### config.mk
export PLATFORM = sky130hd
export DESIGN_NAME = riscv_rf_wb_arbiter
export DESIGN_NICKNAME = d
export VERILOG_FILES = /design/src/rtl/riscv_rf_wb_arbiter.sv
export SDC_FILE = /design/constraint.sdc
export NUM_CORES = 1
export LEC_CHECK = 0
export ABC_AREA = 1
export CORE_MARGIN = 2
export CORE_UTILIZATION = 53
export DETAILED_ROUTE_END_ITERATION = 6
export PLACE_DENSITY = 0.92
export SYNTH_ARGS = -nofsm -noshare
export SYNTH_HDL_FRONTEND = slang
export SYNTH_SLANG_ARGS = --single-unit
### constraint.sdc
create_clock -name clk -period 7.4 [get_ports clk]
set_input_delay 1.11 -clock clk [delete_from_list [all_inputs] [get_ports clk]]
set_output_delay 1.11 -clock clk [all_outputs]
set_load 0.01 [all_outputs]
### src/rtl/riscv_rf_wb_arbiter.sv
// Writeback arbiter: merges EX, LSU and buffered long-latency results onto two RF write ports.
// Optional macro RF_WB_BYPASS_EN: same-cycle bypass of long-latency results around an empty FIFO.
module riscv_rf_wb_arbiter #(
    parameter int ADDR_WIDTH = 6,
    parameter int DATA_WIDTH = 32,
    parameter int FIFO_DEPTH = 4,
    parameter int FPU        = 0
) (
    input  logic                          clk,
    input  logic                          rst_n,
    input  logic                          setback_i,
    input  logic                          ex_we_i,
    input  logic [ADDR_WIDTH-1:0]         ex_waddr_i,
    input  logic [DATA_WIDTH-1:0]         ex_wdata_i,
    input  logic                          lsu_we_i,
    input  logic [ADDR_WIDTH-1:0]         lsu_waddr_i,
    input  logic [DATA_WIDTH-1:0]         lsu_wdata_i,
    input  logic                          mc_valid_i,
    output logic                          mc_ready_o,
    input  logic [ADDR_WIDTH-1:0]         mc_waddr_i,
    input  logic [DATA_WIDTH-1:0]         mc_wdata_i,
    output logic [ADDR_WIDTH-1:0]         waddr_a_o,
    output logic [DATA_WIDTH-1:0]         wdata_a_o,
    output logic                          we_a_o,
    output logic [ADDR_WIDTH-1:0]         waddr_b_o,
    output logic [DATA_WIDTH-1:0]         wdata_b_o,
    output logic                          we_b_o,
    output logic [2**ADDR_WIDTH-1:0]      pending_o,
    output logic [$clog2(FIFO_DEPTH):0]   fifo_cnt_o
);
    localparam int PTR_W = $clog2(FIFO_DEPTH);
    localparam int CNT_W = PTR_W + 1;

    logic [ADDR_WIDTH-1:0] mem_addr_q [FIFO_DEPTH];
    logic [DATA_WIDTH-1:0] mem_data_q [FIFO_DEPTH];
    logic [PTR_W-1:0]      rd_ptr_q, rd_ptr_d, wr_ptr_q, wr_ptr_d;
    logic [CNT_W-1:0]      cnt_q, cnt_d;

    logic                  fifo_empty, head_to_a, head_to_b, pop, push;
    logic                  byp_a, byp_b;
    logic [ADDR_WIDTH-1:0] head_addr;
    logic [DATA_WIDTH-1:0] head_data;

    assign fifo_empty = (cnt_q == '0);
    assign head_addr  = mem_addr_q[rd_ptr_q];
    assign head_data  = mem_data_q[rd_ptr_q];

    // The head drains on B first; A only gets it when B is owned by the LSU.
    assign head_to_b = !setback_i && !fifo_empty && !lsu_we_i;
    assign head_to_a = !setback_i && !fifo_empty && !ex_we_i && !head_to_b;
    assign pop       = head_to_a || head_to_b;

`ifdef RF_WB_BYPASS_EN
    assign byp_b = !setback_i && fifo_empty && mc_valid_i && !lsu_we_i;
    assign byp_a = !setback_i && fifo_empty && mc_valid_i && lsu_we_i && !ex_we_i;
`else
    assign byp_b = 1'b0;
    assign byp_a = 1'b0;
`endif

    assign mc_ready_o = !setback_i && ((cnt_q < CNT_W'(FIFO_DEPTH)) || pop);
    assign push       = mc_valid_i && mc_ready_o && !byp_a && !byp_b;
    assign fifo_cnt_o = cnt_q;

    always_comb begin
        we_a_o    = 1'b0;
        waddr_a_o = '0;
        wdata_a_o = '0;
        we_b_o    = 1'b0;
        waddr_b_o = '0;
        wdata_b_o = '0;
        if (!setback_i) begin
            if (ex_we_i) begin
                we_a_o = 1'b1; waddr_a_o = ex_waddr_i; wdata_a_o = ex_wdata_i;
            end else if (head_to_a) begin
                we_a_o = 1'b1; waddr_a_o = head_addr;  wdata_a_o = head_data;
            end else if (byp_a) begin
                we_a_o = 1'b1; waddr_a_o = mc_waddr_i; wdata_a_o = mc_wdata_i;
            end
            if (lsu_we_i) begin
                we_b_o = 1'b1; waddr_b_o = lsu_waddr_i; wdata_b_o = lsu_wdata_i;
            end else if (head_to_b) begin
                we_b_o = 1'b1; waddr_b_o = head_addr;   wdata_b_o = head_data;
            end else if (byp_b) begin
                we_b_o = 1'b1; waddr_b_o = mc_waddr_i;  wdata_b_o = mc_wdata_i;
            end
        end
    end

    always_comb begin
        rd_ptr_d = rd_ptr_q;
        wr_ptr_d = wr_ptr_q;
        cnt_d    = cnt_q;
        if (setback_i) begin
            rd_ptr_d = '0;
            wr_ptr_d = '0;
            cnt_d    = '0;
        end else begin
            if (push) wr_ptr_d = wr_ptr_q + PTR_W'(1);
            if (pop)  rd_ptr_d = rd_ptr_q + PTR_W'(1);
            cnt_d = cnt_q + CNT_W'(push) - CNT_W'(pop);
        end
    end

    always_ff @(posedge clk or negedge rst_n) begin
        if (!rst_n) begin
            rd_ptr_q <= '0;
            wr_ptr_q <= '0;
            cnt_q    <= '0;
        end else begin
            rd_ptr_q <= rd_ptr_d;
            wr_ptr_q <= wr_ptr_d;
            cnt_q    <= cnt_d;
        end
    end

    always_ff @(posedge clk) begin
        if (push) begin
            mem_addr_q[wr_ptr_q] <= mc_waddr_i;
            mem_data_q[wr_ptr_q] <= mc_wdata_i;
        end
    end

    // A slot is live when its distance from the read pointer is below the occupancy.
    logic [FIFO_DEPTH-1:0] slot_valid;
    logic [ADDR_WIDTH-1:0] slot_idx [FIFO_DEPTH];
    genvar gi;
    generate
        for (gi = 0; gi < FIFO_DEPTH; gi++) begin : g_slot
            logic [PTR_W-1:0] offs;
            assign offs           = PTR_W'(gi) - rd_ptr_q;
            assign slot_valid[gi] = ({1'b0, offs} < cnt_q);
            if (FPU != 0) begin : g_fp
                assign slot_idx[gi] = mem_addr_q[gi];
            end else begin : g_int
                assign slot_idx[gi] = {1'b0, mem_addr_q[gi][ADDR_WIDTH-2:0]};
            end
        end
    endgenerate

    always_comb begin
        pending_o = '0;
        for (int i = 0; i < FIFO_DEPTH; i++) begin
            if (slot_valid[i]) pending_o[slot_idx[i]] = 1'b1;
        end
    end
endmodule

==> impl_metrics.env, run 1 <==
export IMPL_worstHoldPathCells=3
export IMPL_cap_violations=0
export IMPL_postCtsHoldBufs=0
export IMPL_critical_path_startpoint="rd_ptr_q[0]"
export IMPL_powerDensity_mw_per_mm2=264
export IMPL_grt_pass1_vias=8967
export IMPL_drt_wirelength_per_cell_um=17.8
export IMPL_hold_path_class="reg2reg"
export IMPL_clock_sinks=159
export IMPL_cp_slowest_cell="nor2_1"
export IMPL_relSlewSlack_pct=25.0
export IMPL_setup_tns_final_ns=0
export IMPL_clk_path_buf_depth=2
export IMPL_worst_slew_pin_slew_ns=1.12
export IMPL_drc=0
export IMPL_avgSynthCellArea_sq_um=7.73
export IMPL_nFillCells=1343
export IMPL_cts_setup_buffers=0
export IMPL_r2r_end="fifo_cnt_o[2]"
export IMPL_setup_viol=0
export IMPL_nets=1576
export IMPL_crit_type="reg2out"
export IMPL_crit_arrival_ns=4.14
export IMPL_root_buffer="clkbuf_16"
export IMPL_peakVddDrop_uv=214
export IMPL_clk_pin_slew_ns=0.07
export IMPL_dr_pass1_iters=7
export IMPL_dp_hpwl_um=19700
export IMPL_slew_violations=0
export IMPL_synth_cell_types=27
export IMPL_final_cell_mix="434 x nand2_1, 230 x clkdlybuf4s50_1, 167 x nor2_1"
export IMPL_io_buffers=233
export IMPL_chipWidth_um=139
export IMPL_hold_violations=0
export IMPL_htree_levels=4
export IMPL_end_kind="output pin"
export IMPL_place_congestion=0.991
export IMPL_gr_usage_all_layers_pct=30.2
export IMPL_area_growth_syn_to_layout_pct=29.8
export IMPL_slowest_delay_ns=0.73
export IMPL_grt_max_degree=69
export IMPL_clock_latency_ns=0.43
export IMPL_n_antenna_cell=0
export IMPL_rows=49
export IMPL_cts_tree="done"
export IMPL_crit_chain="nor2_1, nor2_1, inv_1, ha_1, nand3_1, nand2_1, nor2_1, nand2_1, nand3_1, clkdlybuf4s50_1"
export IMPL_crit_required_ns=6.29
export IMPL_yosysWarnings=0
export IMPL_holdWs_ns=0.672
export IMPL_cts_inserted_buffers=17
export IMPL_reg2reg_setup_slack_ns=5.04
export IMPL_drtAntennaViolNets=0
export IMPL_multi_input_area_sq_mm=0.00403
export IMPL_layout_drive_gt1_share_pct=4.18
export IMPL_cts_resized=0
export IMPL_rsz0062_at_grt="no"
export IMPL_grt_pass1_wl_um=45800
export IMPL_p_leak_uw=0.00528
export IMPL_die_h_um=139
export IMPL_clock_skew_ns=0.00886
export IMPL_r2r_cells=9
export IMPL_status="finished clean"
export IMPL_layout_commonest_cell="nand2_1"
export IMPL_ios=266
export IMPL_overflow=0
export IMPL_ys_ff_latch=159
export IMPL_syn_area_sq_mm=0.00962
export IMPL_regArea_sq_mm=0.00474
export IMPL_grt_antenna_before_repair=0
export IMPL_dieArea_sq_mm=0.0192
export IMPL_start_util_pct=53.7
export IMPL_routed_wl_um=29900
export IMPL_rr_startpoint="fifo_cnt_o[2]"
export IMPL_path_max_fanout=15
export IMPL_max_freq_mhz=190
export IMPL_vias=9282
export IMPL_post_route_min_period_ns=5.25
export IMPL_coreArea_sq_mm=0.0179
export IMPL_critPathMostFrequentCell="nor2_1"
export IMPL_ys_seq_area_share_pct=49.3
export IMPL_period_share_pct=71.0
export IMPL_endpoint="pending_o[19]"
export IMPL_startpoint_type="flop"
export IMPL_drt_iter0_markers=1139
export IMPL_syn_instance_count=1244
export IMPL_vias_per_cell=5.50
[how the worst min path moves through the flow]
stage	from	endpoint	slack (ns)
after floorplan	wr_ptr_q[1]	wr_ptr_q[1]	0.58
after global placement	wr_ptr_q[1]	wr_ptr_q[1]	0.60
after detailed placement	wr_ptr_q[0]	wr_ptr_q[0]	0.64
after CTS	wr_ptr_q[0]	wr_ptr_q[0]	0.67
after global routing	wr_ptr_q[0]	wr_ptr_q[0]	0.69
final	wr_ptr_q[0]	wr_ptr_q[0]	0.67
[layer usage]
metal | part of all wire (%) | wire length, um | GRT usage, % | vias to the layer above
met2 | 49 | 14800 | 52.2 | 589
met5 | 0 | 0 | 0 | -
met1 | 38 | 11400 | 37.3 | 4271
met4 | 3.3 | 994 | 14.2 | 0
li1 | - | - | - | 4333
met3 | 9.3 | 2800 | 5.04 | 89
[cells in the mapped netlist (all sizes together)]
master	count	area (sq um)
edfxtp	152	4560
nand2	436	1640
buf	71	457
xor2	1	8.76
a31oi	2	12.5
a21oi	42	210
nand4	13	81.3
nor3	18	90.1
conb	1	3.75
inv	124	465
dfrtp	7	175
o21ai	5	25.0
ha	10	125
nand3	101	510
nand3b	64	480
fa	1	20.0
nor2	175	667
clkbuf	21	78.8
[critical path: cells and delay by family, from the launching register on]
family | cells | cell delay [ns]
adder cells (fa/ha/maj) | 1 | 0.24
AND/OR/NAND/NOR | 7 | 2.29
buffers and inverters | 2 | 0.65
flip-flops | 1 | 0.53
[per-stage QoR]
stage          area, sq um  utilization (%)  worst slack, ns  total power, uW  instances
2_1_floorplan         9730                -             3.57             1910       1275
3_3_place_gp         11900             66.6             2.79             2390       1655
3_5_place_dp         11900             66.6             2.71             2430       1655
4_1_cts              12500             69.7             2.24             3270       1687
5_1_grt              12500             69.7             1.99             3430       1687
6_report             12500             69.7             2.15             3290       1687
[layout make-up]
type                       instances  share of cell area, %
sequential                       159                   38.0
multi-input combinational        900                   32.3
timing repair buffer             243                   19.2
inverter                         124                   3.73
clock buffer                      18                   3.44
tap                              229                   2.30
clock inverter                    14                   1.05
[state kept, by name, summed over array words and instances (netlist names)]
register and flops:
wr_ptr_q 2, fifo_cnt_o 3, mem_addr_q 24, rd_ptr_q 2, mem_data_q 128
[power by group]
| group | total, uW | switching [uW] | internal (uW) |
|---|---|---|---|
| combinational | 1380 | 940 | 440 |
| clock | 837 | 368 | 469 |
| sequential | 1070 | 38.5 | 1040 |
[kinds of logic after synthesis]
kind of cell / Yosys count / share of synthesized area [%]
AND/OR/NAND/NOR: 807 / 36.1
buffers and inverters: 216 / 10.4
flip-flops: 159 / 49.3
AO/OA/AOI/OAI: 49 / 2.58
adder cells (fa/ha/maj): 11 / 1.51
XOR/XNOR: 1 / 0.0911
other: 1 / 0.0390
(Power assumes the default switching activity.)
==> run 2: changes to the inputs <==
--- a/config.mk
+++ b/config.mk
@@ -7,9 +7,9 @@
 export LEC_CHECK = 0
 export ABC_AREA = 1
 export CORE_MARGIN = 2
-export CORE_UTILIZATION = 53
+export CORE_UTILIZATION = 49
 export DETAILED_ROUTE_END_ITERATION = 6
-export PLACE_DENSITY = 0.92
+export PLACE_DENSITY = 0.86
 export SYNTH_ARGS = -nofsm -noshare
 export SYNTH_HDL_FRONTEND = slang
 export SYNTH_SLANG_ARGS = --single-unit
==> constraint.sdc (replaced) <==
create_clock -name clk -period 5.1 [get_ports clk]
set_input_delay 0.765 -clock clk [delete_from_list [all_inputs] [get_ports clk]]
set_output_delay 0.765 -clock clk [all_outputs]
set_load 0.01 [all_outputs]
==> impl_metrics.env, run 2 (synthesis results as in run 1) <==
export IMPL_crit_type="reg2out"
export IMPL_path_max_fanout=15
export IMPL_coreArea_sq_mm=0.0193
export IMPL_clk_path_buf_depth=2
export IMPL_max_freq_mhz=209
export IMPL_end_kind="output pin"
export IMPL_cts_tree="done"
export IMPL_dieArea_sq_mm=0.0208
export IMPL_largest_register_ffs=128
export IMPL_post_route_min_period_ns=4.77
export IMPL_cts_setup_buffers=0
export IMPL_peakVddDrop_uv=352
export IMPL_vias_per_cell=5.28
export IMPL_grt_pass1_wl_um=44900
export IMPL_nets=1578
export IMPL_period_share_pct=93.6
export IMPL_start_util_pct=49.7
export IMPL_hold_violations=0
export IMPL_crit_arrival_ns=4.01
export IMPL_dr_pass1_iters=5
export IMPL_layout_commonest_cell="nand2_1"
export IMPL_grt_antenna_before_repair=1
export IMPL_vias=9118
export IMPL_final_core_util_pct=64.8
export IMPL_setup_viol=0
export IMPL_crit_required_ns=4.34
export IMPL_root_buffer="clkbuf_16"
export IMPL_drt_wirelength_per_cell_um=17.1
export IMPL_layout_drive_gt1_share_pct=4.18
export IMPL_rsz0062_at_grt="no"
export IMPL_cts_inserted_buffers=17
export IMPL_gr_usage_all_layers_pct=28.3
export IMPL_slew_violations=0
export IMPL_io_buffers=233
export IMPL_grt_max_degree=69
export IMPL_top_register="mem_data_q"
export IMPL_critPathMostFrequentCell="nor2_1"
export IMPL_cts_resized=0
export IMPL_status="finished clean"
export IMPL_worst_slew_pin_slew_ns=1.08
export IMPL_cp_slowest_cell="nor2_1"
export IMPL_postCtsHoldBufs=0
export IMPL_dp_hpwl_um=20000
export IMPL_drtAntennaViolNets=0
export IMPL_slowest_delay_ns=0.76
export IMPL_cap_violations=0
export IMPL_clk_pin_slew_ns=0.06
export IMPL_setup_tns_final_ns=0
export IMPL_rows=51
export IMPL_final_cell_mix="434 x nand2_1, 230 x clkdlybuf4s50_1, 167 x nor2_1"
export IMPL_ios=266
export IMPL_htree_levels=4
export IMPL_relSlewSlack_pct=27.7
export IMPL_chipWidth_um=144
export IMPL_grt_pass1_vias=8588
export IMPL_place_congestion=0.976
export IMPL_routed_wl_um=29600
export IMPL_p_leak_uw=0.00528
export IMPL_drc=0
export IMPL_die_h_um=144
export IMPL_holdWs_ns=0.614
export IMPL_power_uw=4700
export IMPL_overflow=0
export IMPL_hold_path_class="in2async"
export IMPL_area_growth_syn_to_layout_pct=30.3
export IMPL_drt_iter0_markers=821
export IMPL_clock_sinks=159
export IMPL_clock_latency_ns=0.43
export IMPL_clock_skew_ns=0.00674
export IMPL_crit_chain="inv_2, nor2_1, nor2_1, inv_1, ha_1, nand3_1, nand2_1, nor2_1, nand2_1, nand3_1, clkdlybuf4s50_1"
export IMPL_powerDensity_mw_per_mm2=375
export IMPL_startpoint_type="flop"
==> run 2: cell count changes in the layout (fill, tap and decap cells not counted), moves of 2 or more <==
cell	previous run	this run
inv_6	6	2
clkinv_4	1	4
buf_4	10	12
diode_2	0	2
==> run 2: where the power goes <==
part,total (uW),switching [uW],leakage (uW),internal (uW)
clock network,1170,499,0.000263,670
logic,1980,1340,0.00355,640
registers,1550,45.1,0.00147,1500
total,4700,1890,0.00528,2810
==> run 2: worst max-delay path: cells and delay by family (launching register included) <==
| family | cells | cell delay (ns) |
|---|---|---|
| buffers and inverters | 3 | 0.76 |
| adder cells (fa/ha/maj) | 1 | 0.23 |
| flip-flops | 1 | 0.36 |
| AND/OR/NAND/NOR | 7 | 2.21 |
==> run 2: cell type report <==
type | count | area, sq um
Antenna cell | 2 | 5.00
Clock buffer | 19 | 433
Clock inverter | 13 | 115
Fill cell | 1598 | 6800
Inverter | 124 | 465
Multi-Input combinational cell | 900 | 4030
Sequential cell | 159 | 4740
Tap cell | 265 | 332
Timing Repair Buffer | 245 | 2410
==> run 2: path summary, 6_finish.rpt <==
kind,start,endpoint,slack [ns],depth (start not counted)
worst max register to register,fifo_cnt_o[2],mem_data_q[0][3],2.62,4
max in group asynchronous,rst_n,rd_ptr_q[1],4.21,1
worst min register to register,wr_ptr_q[1],wr_ptr_q[1],0.64,2
worst min-delay path,rst_n,rd_ptr_q[0],0.61,1
min in group clk,wr_ptr_q[1],wr_ptr_q[1],0.64,2
worst max-delay path,rd_ptr_q[1],pending_o[27],0.33,11
==> run 2: routing by layer <==
metal	part of all wire [%]	track usage, %	vias to the layer above	wire length [um]
li1	-	-	4341	-
met1	40	35.2	4263	11800
met2	50	48.6	445	14700
met3	7.5	5.86	69	2220
met4	3.1	11.1	0	911
met5	0	0	-	0
==> run 2: stage by stage <==
stage,cells,instance area (sq um),worst slack [ns]
after floorplan,1275,9730,1.62
after global placement,1693,12000,0.958
after detailed placement,1693,12000,0.844
after CTS,1725,12500,0.370
after global routing,1726,12500,0.112
final,1727,12500,0.326
